--- config.mk ---
export PLATFORM = sky130hd
export DESIGN_NAME = uart_tx_ctrl
export DESIGN_NICKNAME = d
export VERILOG_FILES = /design/src/rtl/uart_tx_ctrl_pkg.sv /design/src/rtl/uart_tx_ctrl_parity_calc.sv /design/src/rtl/uart_tx_ctrl.sv
export SDC_FILE = /design/constraint.sdc
export NUM_CORES = 1
export LEC_CHECK = 0
export CAP_MARGIN = 20
export CELL_PAD_IN_SITES_DETAIL_PLACEMENT = 1
export CELL_PAD_IN_SITES_GLOBAL_PLACEMENT = 2
export CORE_MARGIN = 2
export CORE_UTILIZATION = 29
export DETAILED_ROUTE_END_ITERATION = 16
export GPL_TIMING_DRIVEN = 0
export PLACE_DENSITY_LB_ADDON = 0.1
export RECOVER_POWER = 100
export SLEW_MARGIN = 10
export SYNTH_ARGS = -nofsm -noshare
export SYNTH_HDL_FRONTEND = slang
export SYNTH_SLANG_ARGS = --single-unit
--- constraint.sdc ---
create_clock -name CLK -period 2.6 [get_ports CLK]
set_input_delay 0.26 -clock CLK [delete_from_list [all_inputs] [get_ports CLK]]
set_output_delay 0.26 -clock CLK [all_outputs]
set_load 0.005 [all_outputs]
--- src/rtl/uart_tx_ctrl_pkg.sv ---
// Shared definitions for the UART transmit frame controller: FSM states,
// line mux select codes and the fixed line levels.
package uart_tx_ctrl_pkg;

    localparam int   DATA_WIDTH  = 8;
    localparam logic IDLE_LEVEL  = 1'b1;
    localparam logic START_LEVEL = 1'b0;
    localparam logic STOP_LEVEL  = 1'b1;

    typedef enum logic [2:0] {
        ST_IDLE   = 3'd0,
        ST_START  = 3'd1,
        ST_DATA   = 3'd2,
        ST_PARITY = 3'd3,
        ST_STOP   = 3'd4
    } tx_state_t;

    typedef enum logic [2:0] {
        SEL_IDLE  = 3'd0,
        SEL_START = 3'd1,
        SEL_SER   = 3'd2,
        SEL_PAR   = 3'd3,
        SEL_STOP  = 3'd4
    } tx_sel_t;

    // Line source for each frame state; unused encodings park the line high.
    function automatic tx_sel_t state_sel(input tx_state_t s);
        case (s)
            ST_START:  return SEL_START;
            ST_DATA:   return SEL_SER;
            ST_PARITY: return SEL_PAR;
            ST_STOP:   return SEL_STOP;
            default:   return SEL_IDLE;
        endcase
    endfunction

endpackage

--- src/rtl/uart_tx_ctrl_parity_calc.sv ---
// Combinational parity generator, shared between the TX and RX paths.
// par_typ = 0 gives even parity, 1 gives odd parity.
module parity_calc #(
    parameter int W = 8
) (
    input  logic [W-1:0] data,
    input  logic         par_typ,
    output logic         par_bit
);

    assign par_bit = (^data) ^ par_typ;

endmodule

--- src/rtl/uart_tx_ctrl.sv ---
// UART transmit frame controller: start bit, 8 data bits through the external
// serializer, optional parity, STOP_BITS stop bits. CLK runs at the bit rate.
module uart_tx_ctrl
    import uart_tx_ctrl_pkg::*;
#(
    parameter int STOP_BITS = 1
) (
    input  logic                  CLK,
    input  logic                  RST,
    input  logic [DATA_WIDTH-1:0] P_DATA,
    input  logic                  DATA_VALID,
    input  logic                  PAR_EN,
    input  logic                  PAR_TYP,
    input  logic                  ser_done,
    input  logic                  ser_data,
    output logic                  ser_en,
    output logic [DATA_WIDTH-1:0] ser_pdata,
    output logic                  TX_OUT,
    output logic                  Busy
);

    tx_state_t             state, next_state;
    logic [DATA_WIDTH-1:0] data_reg;
    logic                  par_en_r, par_typ_r;
    logic [1:0]            stop_cnt;
    logic                  last_stop, accept, par_bit;

    assign last_stop = (stop_cnt == 2'(STOP_BITS - 1));
    assign accept    = DATA_VALID && ((state == ST_IDLE) || ((state == ST_STOP) && last_stop));

    always_ff @(posedge CLK or negedge RST) begin
        if (!RST) begin
            state     <= ST_IDLE;
            data_reg  <= '0;
            par_en_r  <= 1'b0;
            par_typ_r <= 1'b0;
            stop_cnt  <= '0;
        end else begin
            state <= next_state;
            if (accept) begin
                data_reg  <= P_DATA;
                par_en_r  <= PAR_EN;
                par_typ_r <= PAR_TYP;
            end
            // stop_cnt is only meaningful in STOP; it is zero on entry.
            if ((state == ST_STOP) && !last_stop) stop_cnt <= stop_cnt + 2'd1;
            else                                  stop_cnt <= '0;
        end
    end

    always_comb begin
        next_state = state;
        case (state)
            ST_IDLE:   if (accept) next_state = ST_START;
            ST_START:  next_state = ST_DATA;
            ST_DATA:   if (ser_done) next_state = par_en_r ? ST_PARITY : ST_STOP;
            ST_PARITY: next_state = ST_STOP;
            ST_STOP: begin
                if (accept)         next_state = ST_START;
                else if (last_stop) next_state = ST_IDLE;
            end
            default:   next_state = ST_IDLE;
        endcase
    end

    parity_calc #(.W(DATA_WIDTH)) u_parity (
        .data    (data_reg),
        .par_typ (par_typ_r),
        .par_bit (par_bit)
    );

    always_comb begin
        TX_OUT = IDLE_LEVEL;
        case (state_sel(state))
            SEL_START: TX_OUT = START_LEVEL;
            SEL_SER:   TX_OUT = ser_data;
            SEL_PAR:   TX_OUT = par_bit;
            SEL_STOP:  TX_OUT = STOP_LEVEL;
            default:   TX_OUT = IDLE_LEVEL;
        endcase
    end

    // ser_done gates the enable so the serializer never shifts past bit 7.
    assign ser_en    = (state == ST_START) || ((state == ST_DATA) && !ser_done);
    assign ser_pdata = data_reg;
    assign Busy      = (state != ST_IDLE);

endmodule

==> results.cfg, run 1 <==
[outcome]
status = complete, no violations

[cells_and_area]
fin_cells = 125
final_util_pct = 43.04
nets = 112
fin_area_mm2 = 0.001076
diodes = 0
area_delta_synth_final_pct = 38.26
drive_above_1_share_pct = 17.89

[sta]
final_hold_viol_count = 0
fmax_mhz = 427.6
setup_ws_ns = 0.2611
setup_tns_ns = 0
drv_slew = 0
finalSetupViolCount = 0
max-slew-margin-rel_pct = 54.30
period_share_pct = 89.96
rsz0062_at_grt = no
min_period_ns = 2.339
skew_ns = 0.005513
worst_slew_pin_slew_ns = 0.6832

[drt]
drt_iter0_markers = 4
antenna_left = 0
wl_um = 1531
vias = 570
wl_per_cell_um = 12.25
detail_route.vias_per_cell = 4.560
drc_errors = 0
dr.pass1.iters = 3

[grt]
antenna_found_initial = 0
grt_util_met2_pct = 16.16
global_route.usage.met3_pct = 5.814
grt-busiest-layer = met2
grtUsageTotal_pct = 10.79
grt_pass1_wl_um = 2566
gr-usage-met1_pct = 13.34
grt_pass1_vias = 582
grt_max_degree = 16
overflow = 0

[power_and_ir_drop]
p_int_w = 0.0008136
pwr-share-seq_pct = 34.3
p_sw_w = 0.0004037
clockPowerShare_pct = 10.9
ir_worst_vdd_v = 0.0005360
leakagePower_nw = 0.4598
power_density_mw_per_mm2 = 1131
p_sw_share_pct = 33.17
combPwrFrac_pct = 54.8

[worst_setup_path]
r2r_slack_ns = 0.75
reg2reg_from = stop_cnt[0]$_DFF_PN0_
cp-start-kind = flip-flop
critical_path.endpoint_type = output port
required_ns = 2.34
worstPathMaxFanout = 3
startpoint = ser_pdata[6]$_DFFE_PN0P_
cp.arrival_ns = 2.08
criticalPathCategory = flip-flop to output port

[yosys]
synth_area_per_cell_um2 = 11.79
synth_compound_area_share_pct = 7.235
synth_edf_count = 0
yosysUniqueCellTypes = 28
yosysWarnings = 0
async_flop_share_pct = 100.0
yosysTopAreaCell = dfrtp_1
synth_xor_area_share_pct = 8.521
seq_area_frac_synth_pct = 48.23
synth.most_common_cell = dfrtp_1
synth_top_area_share_pct = 48.23
synth_mux_area_share_pct = 15.92
yosys-top-cells-count = 15 x dfrtp_1, 11 x mux2_2, 4 x inv_1
ys.flop_type = dfrtp_1
synth_area_um2 = 778.2
syn_nets = 82
synth_area_leaders = dfrtp_1 48%, mux2_2 16%, xnor2_1 3.4%
synth_cells = 66
yosys_register_bits = 15
yosys.area_share.simple_pct = 13.50
synth_fa_ha_area_share_pct = 1.608
synth_top_family_by_area = multiplexers

[clock_network]
path_clk_slew_ns = 0.09
post_cts_resize_count = 0
cts_root_buf = clkbuf_4
clk_latency_ns = 0.28
hold_buffers = 0
tritoncts = yes
cts_buffers = 3
cts_max_level = 1
clk_path_buf_depth = 2
cts.sinks = 15
cts_setup_buffers = 0

[placed_design]
placed_area_mm2 = 0.001066
dp.cells = 121
hpwl_um = 1169
portBuffers = 25
post-place-ws_ns = 0.6087
gp_congestion = 0.6272

[run]
maxCapViolations = 0

[min_path]
hold_path_class = flip-flop to flip-flop
hold_start = stop_cnt[0]$_DFF_PN0_

[floorplan]
die_w_um = 55.81
die_area_mm2 = 0.003114
io_pins = 26
die_y_um = 55.81
coreArea_mm2 = 0.002500
start_util_pct = 31.13
rows = 18
==> through the flow <==
stage	power (W)	hold slack, ns
2_1_floorplan	0.0008564	-0.03559
6_report	0.001217	0.4238
4_1_cts	0.001312	0.4082
5_1_grt	0.001337	0.4674
3_3_place_gp	0.001153	0.4184
3_5_place_dp	0.001167	0.4179
==> final cells by class <==
| class | count | area, um^2 |
|---|---|---|
| multi-input cells | 44 | 359.1 |
| flip-flops and latches | 15 | 375.4 |
| clock buffers | 4 | 26.28 |
| inverters | 4 | 15.01 |
| well taps | 30 | 37.54 |
| plain buffers | 3 | 12.51 |
| repair buffers | 25 | 250.2 |
| fillers | 291 | 1424 |
==> cells by family (layout without fill, tap and decap cells) <==
kind of cell / Yosys count / count (layout)
flip-flops: 15 / 15
multiplexers: 11 / 11
adder cells (fa/ha/maj): 1 / 1
XOR/XNOR: 6 / 6
AND/OR/NAND/NOR: 17 / 17
buffers and inverters: 7 / 36
AO/OA/AOI/OAI: 9 / 9
==> power by group through the flow <==
stage | sequential (W) | clock (W) | combinational [W]
detailed placement | 0.000427 | 0 | 0.000740
floorplan | 0.000419 | 0 | 0.000438
finish | 0.000417 | 0.000133 | 0.000667
global placement | 0.000423 | 0 | 0.000731
CTS | 0.000423 | 0.000145 | 0.000745
global route | 0.000439 | 0.000157 | 0.000741
==> placed cells by master, fill, tap and decap left out <==
master           count
nand3_1              1
mux2_2              11
clkdlybuf4s50_1     13
o21ai_0              1
nand2b_2             1
or3b_1               1
xnor3_1              1
a21oi_1              3
dlygate4sd3_1       12
and3_1               1
xor2_1               2
nand3b_1             2
a211oi_1             1
nor2_1               2
o22ai_1              1
o211ai_1             1
a21o_1               1
clkbuf_1             3
xnor2_1              3
nand2b_1             2
or3_1                1
o21a_1               1
clkbuf_4             3
nor2b_1              2
clkbuf_2             1
dfrtp_1             15
nor2_2               1
ha_1                 1
nand2_1              3
inv_1                4
==> per-layer routing <==
layer / vias up / part of all wire, % / wire [um]
met2: 18 / 48 / 730
li1: 283 / - / -
met4: 0 / 0 / 0
met5: - / 0 / 0
met3: 0 / 7.1 / 108
met1: 269 / 45 / 692
==> critical path, stage by stage, from the launching register on <==
cell and delay (ns):
dfrtp_1 0.41, xnor2_1 0.23, xnor3_1 0.38, o211ai_1 0.18, dlygate4sd3_1 0.59
==> registers in the layout, summed over array words and instances, names as in the netlist <==
name and count:
par_typ_r 1, stop_cnt 2, state 3, par_en_r 1, ser_pdata 8
==> path summary, 6_finish.rpt <==
kind / depth (start not counted) / to
setup / recovery: 4 / TX_OUT
hold / removal: 1 / stop_cnt[0]$_DFF_PN0_
setup reg to reg: 6 / par_en_r$_DFFE_PN0P_
hold reg to reg: 1 / stop_cnt[0]$_DFF_PN0_
max in group asynchronous: 1 / ser_pdata[0]$_DFFE_PN0P_
min in group asynchronous: 1 / stop_cnt[1]$_DFF_PN0_
(Power assumes the default switching activity.)
==> run 2: changes to the inputs <==
- HOLD_SLACK_MARGIN: unset -> 0.02
==> results of run 2 <==
The final DEF is identical to that of run 1; final timing and power are the same.
